==> config.mk <==
export PLATFORM = sky130hd
export DESIGN_NAME = coreriscv_axi4_network_endpoint
export DESIGN_NICKNAME = d
export VERILOG_FILES = /design/src/rtl/coreriscv_axi4_network_endpoint_pkg.sv /design/src/rtl/coreriscv_axi4_endpoint_queue.sv /design/src/rtl/coreriscv_axi4_network_endpoint.sv
export SDC_FILE = /design/constraint.sdc
export NUM_CORES = 1
export LEC_CHECK = 0
export CAP_MARGIN = 20
export CORE_UTILIZATION = 35
export CTS_CLUSTER_DIAMETER = 60
export DETAILED_ROUTE_END_ITERATION = 16
export PLACE_DENSITY = 0.6
export SLEW_MARGIN = 20
export SYNTH_ARGS = -nofsm -noshare
export SYNTH_HDL_FRONTEND = slang
export SYNTH_SLANG_ARGS = --single-unit
==> constraint.sdc <==
create_clock -name clk -period 4.15 [get_ports clk]
set_input_delay 0.415 -clock clk [delete_from_list [all_inputs] [get_ports clk]]
set_output_delay 0.415 -clock clk [all_outputs]
set_load 0.01 [all_outputs]
==> src/rtl/coreriscv_axi4_network_endpoint_pkg.sv <==
`default_nettype none
// ============================================================================
//  Module      : coreriscv_axi4_network_endpoint_pkg
//  Description : Shared field widths, message layouts and transmit-buffer
//                state encodings for the CoreRISCV AXI4 network endpoint.
//  Revision    : 1.0 - initial release
// ============================================================================
package coreriscv_axi4_network_endpoint_pkg;

    localparam int ID_W     = 2;
    localparam int ADDR_W   = 26;
    localparam int PTYPE_W  = 2;
    localparam int RX_MSG_W = ID_W + ADDR_W + PTYPE_W;

    // Transmit skid-buffer occupancy
    typedef enum logic [1:0] {
        TX_EMPTY = 2'd0,
        TX_ONE   = 2'd1,
        TX_TWO   = 2'd2
    } tx_state_t;

    // One receive-queue entry: where it came from plus the payload
    typedef struct packed {
        logic [ID_W-1:0]    src;
        logic [ADDR_W-1:0]  addr_block;
        logic [PTYPE_W-1:0] p_type;
    } rx_msg_t;

    // One transmit-buffer entry; the source is always this endpoint
    typedef struct packed {
        logic [ID_W-1:0]    dst;
        logic [ADDR_W-1:0]  addr_block;
        logic [PTYPE_W-1:0] p_type;
    } tx_msg_t;

endpackage
`default_nettype wire

==> src/rtl/coreriscv_axi4_endpoint_queue.sv <==
`default_nettype none
// ============================================================================
//  Module      : coreriscv_axi4_endpoint_queue
//  Description : Registered-flag FIFO (no fall-through). enq_ready and
//                deq_valid are registered from the next occupancy, so a pop
//                from full re-opens enq_ready only on the following cycle.
//  Revision    : 1.0 - initial release
// ============================================================================
module coreriscv_axi4_endpoint_queue #(
    parameter int DEPTH = 4,   // 2, 4 or 8
    parameter int WIDTH = 30
) (
    input  logic             clk,
    input  logic             reset,      // asynchronous, active low
    input  logic             enq_valid,
    output logic             enq_ready,
    input  logic [WIDTH-1:0] enq_data,
    output logic             deq_valid,
    input  logic             deq_ready,
    output logic [WIDTH-1:0] deq_data
);
    localparam int PTR_W = $clog2(DEPTH);
    localparam int CNT_W = PTR_W + 1;
    localparam logic [CNT_W-1:0] FULL_COUNT = CNT_W'(DEPTH);

    logic [WIDTH-1:0] mem [DEPTH];
    logic [PTR_W-1:0] wr_ptr;
    logic [PTR_W-1:0] rd_ptr;
    logic [CNT_W-1:0] count;
    logic [CNT_W-1:0] count_next;
    logic             push;
    logic             pop;

    assign push     = enq_valid && enq_ready;
    assign pop      = deq_valid && deq_ready;
    assign deq_data = mem[rd_ptr];

    // Occupancy after this edge; simultaneous push and pop cancel out
    always_comb begin
        count_next = count;
        case ({push, pop})
            2'b10:   count_next = count + CNT_W'(1);
            2'b01:   count_next = count - CNT_W'(1);
            default: count_next = count;
        endcase
    end

    // Pointers, occupancy and the registered handshake flags
    always_ff @(posedge clk or negedge reset) begin
        if (!reset) begin
            wr_ptr    <= '0;
            rd_ptr    <= '0;
            count     <= '0;
            enq_ready <= 1'b0;
            deq_valid <= 1'b0;
        end else begin
            if (push) wr_ptr <= wr_ptr + PTR_W'(1);
            if (pop)  rd_ptr <= rd_ptr + PTR_W'(1);
            count     <= count_next;
            enq_ready <= (count_next != FULL_COUNT);
            deq_valid <= (count_next != '0);
        end
    end

    // Storage array; contents are don't-care until written
    always_ff @(posedge clk) begin
        if (push) mem[wr_ptr] <= enq_data;
    end

endmodule
`default_nettype wire

==> src/rtl/coreriscv_axi4_network_endpoint.sv <==
`default_nettype none
// ============================================================================
//  Module      : coreriscv_axi4_network_endpoint
//  Description : Network endpoint. Receive side filters delivered messages by
//                destination into a FIFO and flags misroutes; transmit side is
//                a two-entry skid buffer stamping this endpoint as source.
//  Revision    : 1.0 - initial release
// ============================================================================
module coreriscv_axi4_network_endpoint
    import coreriscv_axi4_network_endpoint_pkg::*;
#(
    parameter int PORT_ID  = 0,
    parameter int RX_DEPTH = 4    // 2, 4 or 8
) (
    input  logic               clk,
    input  logic               reset,   // asynchronous, active low

    input  logic               io_net_in_valid,
    output logic               io_net_in_ready,
    input  logic [ID_W-1:0]    io_net_in_bits_header_src,
    input  logic [ID_W-1:0]    io_net_in_bits_header_dst,
    input  logic [ADDR_W-1:0]  io_net_in_bits_payload_addr_block,
    input  logic [PTYPE_W-1:0] io_net_in_bits_payload_p_type,

    output logic               io_rx_valid,
    input  logic               io_rx_ready,
    output logic [ID_W-1:0]    io_rx_bits_src,
    output logic [ADDR_W-1:0]  io_rx_bits_addr_block,
    output logic [PTYPE_W-1:0] io_rx_bits_p_type,

    input  logic               io_tx_valid,
    output logic               io_tx_ready,
    input  logic [ID_W-1:0]    io_tx_bits_dst,
    input  logic [ADDR_W-1:0]  io_tx_bits_addr_block,
    input  logic [PTYPE_W-1:0] io_tx_bits_p_type,

    output logic               io_net_out_valid,
    input  logic               io_net_out_ready,
    output logic [ID_W-1:0]    io_net_out_bits_header_src,
    output logic [ID_W-1:0]    io_net_out_bits_header_dst,
    output logic [ADDR_W-1:0]  io_net_out_bits_payload_addr_block,
    output logic [PTYPE_W-1:0] io_net_out_bits_payload_p_type,

    output logic               io_misroute,
    input  logic               io_misroute_clr
);
    localparam logic [ID_W-1:0] MY_ID = ID_W'(PORT_ID);

    // ------------------------------------------------------------------
    // Receive path
    // ------------------------------------------------------------------
    rx_msg_t rx_in;
    rx_msg_t rx_out;
    logic    for_me;
    logic    rx_enq_ready;
    logic    mis_accept;

    assign for_me = (io_net_in_bits_header_dst == MY_ID);
    assign rx_in  = '{src:        io_net_in_bits_header_src,
                      addr_block: io_net_in_bits_payload_addr_block,
                      p_type:     io_net_in_bits_payload_p_type};

    // Misrouted messages are still gated by the FIFO's ready, so a full
    // queue back-pressures every delivery regardless of destination.
    assign io_net_in_ready = rx_enq_ready;
    assign mis_accept      = io_net_in_valid && rx_enq_ready && !for_me;

    coreriscv_axi4_endpoint_queue #(
        .DEPTH (RX_DEPTH),
        .WIDTH (RX_MSG_W)
    ) u_rx_queue (
        .clk       (clk),
        .reset     (reset),
        .enq_valid (io_net_in_valid && for_me),
        .enq_ready (rx_enq_ready),
        .enq_data  (rx_in),
        .deq_valid (io_rx_valid),
        .deq_ready (io_rx_ready),
        .deq_data  (rx_out)
    );

    assign io_rx_bits_src        = rx_out.src;
    assign io_rx_bits_addr_block = rx_out.addr_block;
    assign io_rx_bits_p_type     = rx_out.p_type;

    // Sticky misroute flag; a new misroute beats a same-cycle clear
    always_ff @(posedge clk or negedge reset) begin
        if (!reset) begin
            io_misroute <= 1'b0;
        end else if (mis_accept) begin
            io_misroute <= 1'b1;
        end else if (io_misroute_clr) begin
            io_misroute <= 1'b0;
        end
    end

    // ------------------------------------------------------------------
    // Transmit path
    // ------------------------------------------------------------------
    tx_state_t tx_state;
    tx_msg_t   tx_in;
    tx_msg_t   head;    // oldest entry, drives the bus
    tx_msg_t   tail;    // second entry, only meaningful in TX_TWO
    logic      tx_push;
    logic      tx_pop;

    assign tx_in   = '{dst:        io_tx_bits_dst,
                       addr_block: io_tx_bits_addr_block,
                       p_type:     io_tx_bits_p_type};
    assign tx_push = io_tx_valid && io_tx_ready;
    assign tx_pop  = io_net_out_valid && io_net_out_ready;

    // Occupancy FSM with registered ready/valid derived from the next state
    always_ff @(posedge clk or negedge reset) begin
        if (!reset) begin
            tx_state         <= TX_EMPTY;
            io_tx_ready      <= 1'b0;
            io_net_out_valid <= 1'b0;
        end else begin
            case (tx_state)
                TX_EMPTY: begin
                    io_tx_ready <= 1'b1;
                    if (tx_push) begin
                        tx_state         <= TX_ONE;
                        io_net_out_valid <= 1'b1;
                    end
                end
                TX_ONE: begin
                    if (tx_push && !tx_pop) begin
                        tx_state    <= TX_TWO;
                        io_tx_ready <= 1'b0;
                    end else if (!tx_push && tx_pop) begin
                        tx_state         <= TX_EMPTY;
                        io_net_out_valid <= 1'b0;
                    end
                end
                TX_TWO: begin
                    if (tx_pop) begin
                        tx_state    <= TX_ONE;
                        io_tx_ready <= 1'b1;
                    end
                end
                default: begin
                    tx_state         <= TX_EMPTY;
                    io_tx_ready      <= 1'b1;
                    io_net_out_valid <= 1'b0;
                end
            endcase
        end
    end

    // Entry storage; head always holds the oldest message
    always_ff @(posedge clk) begin
        case (tx_state)
            TX_EMPTY: if (tx_push) head <= tx_in;
            TX_ONE: begin
                if (tx_push && tx_pop) head <= tx_in;
                else if (tx_push)      tail <= tx_in;
            end
            TX_TWO:   if (tx_pop) head <= tail;
            default:  ;
        endcase
    end

    assign io_net_out_bits_header_src         = MY_ID;
    assign io_net_out_bits_header_dst         = head.dst;
    assign io_net_out_bits_payload_addr_block = head.addr_block;
    assign io_net_out_bits_payload_p_type     = head.p_type;

endmodule
`default_nettype wire

==> qor.csv, run 1 <==
metric;value;unit
area_delta_synth_final;28.5;%
clock_path_buffers;2;
wl_met1;5.86;mm
synthDistinctLibCells;34;
ir_drop;0.278;mV
core_area;0.0212;mm^2
ff2ff_setup_slack;1.93;ns
rr_worst_depth;5;
worst-setup-path-type;reg2out;
dieArea;0.0223;mm^2
synth_common_cells;edfxtp_1 (180), mux2_4 (28), mux4_1 (23);
cp_cell_sequence;mux4_1 > clkdlybuf4s50_1;
dp_slack;1.50;ns
grt_pass1_wl;21.2;mm
antenna_found_initial;0;
num_vias;3597;
grt_util_all_layers;0.129;
clock_skew;0.00861;ns
pwr-share-clk;0.269;
slew_viol_final;0;
chipWidth;149;um
dpl.cell_count;734;
grt-ovfl-total;0;
hpwl;8.59;mm
cts_htree_levels;4;
cts_resized;0;
r2r_end;io_net_out_bits_payload_addr_block[20];
antenna_cells;0;
synth_largest_area_cell;edfxtp_1;
synth_seq_cells;194;
crit_start;u_rx_queue.rd_ptr[0];
synthCells;333;
maxCapViolations;0;
slowest_stage;dfrtp_2;
fmax;326;MHz
die_h;149;um
row_count;53;
cts.sinks;194;
drt-total-wl;13.6;mm
required;3.73;ns
grt_max_degree;33;
period_needed;3.07;ns
crit_path_end_kind;output port;
synth_top_area_share;0.712;
internal-power;4.27;mW
r2r_start;tx_state[1];
cts_tree;built;
ys_seq_area_frac;0.758;
cp-start-kind;flop;
clk-insertion-delay-late;0.42;ns
top_layer_used;met4;
wl_per_cell;17.8;um
clk_pin_slew;0.07;ns
cpPeakStageDelay;1.01;ns
synth_edf_count;180;
start_util;0.359;
yosysWarningCount;0;
post_cts_buffers;0;
route.met2.wl;6.40;mm
drtAntennaViolNets;0;
finalSetupViolCount;0;
relSlewSlack;0.347;
leakagePower;3.35;nW
setup_tns;0;ns
path_max_fanout;32;
hold_path_class;in2async;
p_comb_frac;0.279;
yosys-top-cells-area;edfxtp_1 (71%), mux4_1 (8.0%), mux2_4 (5.5%), dfrtp_1 (4.6%), mux4_2 (2.1%);
ys.flop_type;edfxtp_1;
io_buffers;133;
cp.arrival;2.65;ns
finalPower;5.89;mW
place.gp.congestion;0.684;
worst_pin_slew;0.979;ns
synthMostInstantiatedCell;edfxtp_1;
syn_area;0.00759;mm^2
drt_iter0_drc;150;
final.setup.worst_slack;1.08;ns
numCtsBuffers;17;
switching_share;0.276;
drive_gt1_frac;0.165;
cts-root-buf;clkbuf_16;
vias_per_cell;4.70;
synthArstFlopShare;0.0722;
pin_count;136;
dr_wl_met3;1.23;mm
p_sw;1.63;mW
hold_violations;0;
drc;0;
powerDensity;605;mW/mm^2
cts_hold_buf;0;
finalCritPeriodShare;0.739;
p_seq_frac;0.452;
grt_setup_unrepaired;no;
instances_no_fill;766;
first_pass_iters;4;
grt_pass1_vias;3815;
syn_area_per_cell;22.8;um^2
status;complete, no violations;
fin_nets;557;
logic make-up (layout without fill, tap and decap cells):
logic type	after synthesis	after routing	synth area share
flip-flops	194	194	0.758
multiplexers	61	61	0.160
AND/OR/NAND/NOR	25	25	0.0191
buffers and inverters	24	181	0.0246
adder cells (fa/ha/maj)	10	10	0.0175
AO/OA/AOI/OAI	10	10	0.0104
XOR/XNOR	8	8	0.00923
other	1	2	0.000494
cells in the final DEF (no fill, tap or decap), types with 3 or more instances in the layout:
cell type / Yosys / final
and2_2: 0 / 3
buf_4: 2 / 5
clkbuf_16: 0 / 17
clkdlybuf4s50_1: 0 / 133
dfrtp_1: 14 / 13
edfxtp_1: 180 / 180
ha_1: 9 / 9
inv_1: 11 / 11
inv_6: 0 / 5
mux2_2: 3 / 3
mux2_4: 28 / 28
mux4_1: 23 / 23
mux4_2: 7 / 7
nand2_1: 9 / 9
o32a_1: 3 / 3
xnor2_1: 6 / 6
worst max path at each step:
| stage | endpoint | slack [ns] | depth (start not counted) |
|---|---|---|---|
| after floorplan | tail[0] | 0.70 | 3 |
| after global placement | io_rx_bits_addr_block[21] | 1.52 | 2 |
| after detailed placement | io_rx_bits_addr_block[10] | 1.50 | 2 |
| after CTS | io_rx_bits_addr_block[10] | 1.01 | 2 |
| after global routing | io_rx_bits_addr_block[10] | 0.93 | 2 |
| final | io_rx_bits_addr_block[10] | 1.08 | 2 |
power by group through the flow:
stage | Sequential (mW) | Combinational (mW) | Clock (mW)
after global placement | 2.70 | 1.65 | 0
after global routing | 2.70 | 1.78 | 1.70
final | 2.66 | 1.64 | 1.59
after floorplan | 2.67 | 0.932 | 0
after CTS | 2.67 | 1.68 | 1.63
after detailed placement | 2.71 | 1.67 | 0
state kept, by name, indices dropped and copies added, names as in the netlist:
register,count
u_rx_queue.enq_ready,1
io_net_out_bits_payload_p_type,2
tx_state,2
u_rx_queue.mem,120
io_misroute,1
u_rx_queue.deq_valid,1
io_tx_ready,1
u_rx_queue.rd_ptr,2
io_net_out_bits_header_dst,2
u_rx_queue.count,3
tail,30
u_rx_queue.wr_ptr,2
io_net_out_valid,1
io_net_out_bits_payload_addr_block,26
through the flow:
| step | area, um^2 | hold WS (ns) | util |
|---|---|---|---|
| 6_report | 9750 | 0.416 | 0.461 |
| 5_1_grt | 9750 | 0.451 | 0.461 |
| 4_1_cts | 9750 | 0.422 | 0.461 |
| 3_5_place_dp | 9180 | 0.509 | 0.434 |
| 3_3_place_gp | 9180 | 0.492 | 0.434 |
| 2_1_floorplan | 7590 | 0.119 | - |
routing by layer:
metal,vias to the layer above,global-route usage
met4,0,0.0413
met2,128,0.203
met3,15,0.0563
met5,-,0
met1,1818,0.160
li1,1636,-
critical path, delay by kind of cell (launching register included):
kind	cells	cell delay (ns)
buffers and inverters	1	0.50
flip-flops	1	1.01
multiplexers	1	0.70
area by class of cell:
type	count	area, um^2
repair buffers	138	1370
well taps	275	344
fillers	1770	11400
multi-input cells	116	1660
clock buffers	18	429
flip-flops and latches	194	5760
clock inverters	14	144
inverters	11	41.3
No activity file was read; power rests on OpenSTA's default activity.
==> run 2, diff against run 1 <==
==> constraint.sdc (replaced) <==
create_clock -name clk -period 3.2 [get_ports clk]
set_input_delay 0.32 -clock clk [delete_from_list [all_inputs] [get_ports clk]]
set_output_delay 0.32 -clock clk [all_outputs]
set_load 0.01 [all_outputs]
==> qor.csv, run 2 (synthesis gave the netlist of run 1 again) <==
metric;value;unit;change
slowest_stage;mux4_1;;
place.gp.congestion;0.746;;+9.0%
final.setup.worst_slack;0.449;ns;-0.632 ns
largest_reg_flops;120;;unchanged
drt-total-wl;13.9;mm;+1.8%
cts_htree_levels;4;;unchanged
post_cts_buffers;0;;unchanged
die_h;149;um;unchanged
relSlewSlack;0.538;;+0.191
antenna_found_initial;1;;+1
area_delta_synth_final;30.1;%;
fin_nets;561;;+0.72%
core_area;0.0212;mm^2;unchanged
grt_setup_unrepaired;no;;
layout_commonest_cell;edfxtp_1;;
cts.sinks;194;;unchanged
vias_per_cell;4.65;;-0.96%
slew_viol_final;0;;unchanged
required;2.88;ns;-0.85 ns
setup_tns;0;ns;unchanged
grt_pass1_wl;21.4;mm;+0.82%
cp-start-kind;flop;;
cp.arrival;2.43;ns;-0.22 ns
worst_pin_slew;0.691;ns;-0.288 ns
powerDensity;788;mW/mm^2;+30%
clock_path_buffers;2;;unchanged
instances_no_fill;770;;+0.52%
cts-root-buf;clkbuf_16;;
clock_skew;0.00928;ns;+0.000672 ns
cts_resized;0;;unchanged
antenna_cells;0;;unchanged
cts_tree;built;;
row_count;53;;unchanged
finalSetupViolCount;0;;unchanged
chipWidth;149;um;unchanged
wl_per_cell;18.0;um;+1.3%
fmax;364;MHz;
clk_pin_slew;0.07;ns;about the same
cpPeakStageDelay;0.62;ns;-0.39 ns
grt_util_all_layers;0.131;;+0.00204
numCtsBuffers;17;;unchanged
io_buffers;133;;unchanged
drive_gt1_frac;0.180;;+0.0148
drc;0;;unchanged
clk-insertion-delay-late;0.42;ns;about the same
ir_drop;0.410;mV;+47%
status;complete, no violations;;
grt_pass1_vias;3890;;+2.0%
grt-ovfl-total;0;;unchanged
dpl.cell_count;738;;+0.54%
fill_cells;1763;;-0.40%
pin_count;136;;unchanged
dieArea;0.0223;mm^2;unchanged
cts_hold_buf;0;;unchanged
finalCritPeriodShare;0.860;;
hold_violations;0;;unchanged
leakagePower;3.40;nW;+1.6%
drtAntennaViolNets;0;;unchanged
path_max_fanout;22;;-31%
crit_path_end_kind;output port;;
regMostFlops;u_rx_queue.mem;;
worst-setup-path-type;reg2out;;
hpwl;9.09;mm;+5.8%
period_needed;2.75;ns;
dp_slack;0.556;ns;-0.940 ns
start_util;0.359;;unchanged
grt_max_degree;32;;-3.0%
num_vias;3581;;-0.44%
hold_path_class;in2async;;
layout_common_cells;edfxtp_1 (180), clkdlybuf4s50_1 (133), mux2_4 (28), mux4_1 (23), clkbuf_16 (17);;
first_pass_iters;4;;unchanged
drt_iter0_drc;131;;-13%
maxCapViolations;0;;unchanged
whs;0.314;ns;-0.103 ns
cp_cell_sequence;buf_12 > mux4_1 > clkdlybuf4s50_1;;
==> run 2: changes by cell type in the layout (fill, tap and decap cells not counted) <==
| cell | change |
|---|---|
| clkbuf_1 | -1 |
| and2_1 | -1 |
| clkinv_4 | +1 |
| buf_12 | +5 |
| buf_4 | -1 |
| and2_2 | +1 |
| nor3b_2 | -1 |
| clkinv_2 | +1 |
| clkinv_1 | -2 |
| clkinv_8 | +2 |
| nor3b_4 | +1 |
| inv_6 | -1 |
==> run 2: through the flow <==
step,utilization,power [mW],instance area [um^2]
5_1_grt,0.467,8.16,9870
4_1_cts,0.467,7.92,9870
3_3_place_gp,0.438,5.72,9280
3_5_place_dp,0.438,5.79,9280
6_report,0.467,7.78,9870
2_1_floorplan,-,4.67,7600
==> run 2: worst paths after layout <==
check / start / endpoint / slack [ns] / cells past startpoint
worst max-delay path: u_rx_queue.rd_ptr[0] / io_rx_bits_addr_block[15] / 0.45 / 3
worst min-delay path: reset / io_net_out_valid / 0.31 / 1
worst max register to register: u_rx_queue.enq_ready / u_rx_queue.enq_ready / 1.00 / 9
worst min register to register: u_rx_queue.count[0] / u_rx_queue.count[0] / 0.52 / 1
max in group asynchronous: reset / u_rx_queue.rd_ptr[0] / 2.40 / 1
min in group clk: io_misroute_clr / io_misroute / 0.47 / 2
==> run 2: layer usage <==
metal / up-vias / wire (um) / global-route usage
met2: 116 / 6660 / 0.212
met1: 1801 / 5750 / 0.156
met5: - / 0 / 0
li1: 1654 / - / -
met3: 10 / 1340 / 0.0642
met4: 0 / 120 / 0.0352
==> run 2: cell type report <==
type,count,area [um^2],share of cell area
flip-flops and latches,194,5760,0.583
multi-input cells,116,1670,0.169
repair buffers,142,1460,0.148
clock buffers,17,425,0.0431
well taps,275,344,0.0348
clock inverters,15,174,0.0176
inverters,11,41.3,0.00418
==> run 2: where the power goes <==
part	switching, mW	total (mW)	internal, mW
clock	0.981	2.10	1.11
combinational	0.988	2.28	1.29
sequential	0.209	3.41	3.20
==> run 2: worst max-delay path, delay by kind of cell (launching register included) <==
family                 cells  cell delay (ns)
flip-flops                 1             0.61
buffers and inverters      2             0.77
multiplexers               1             0.62
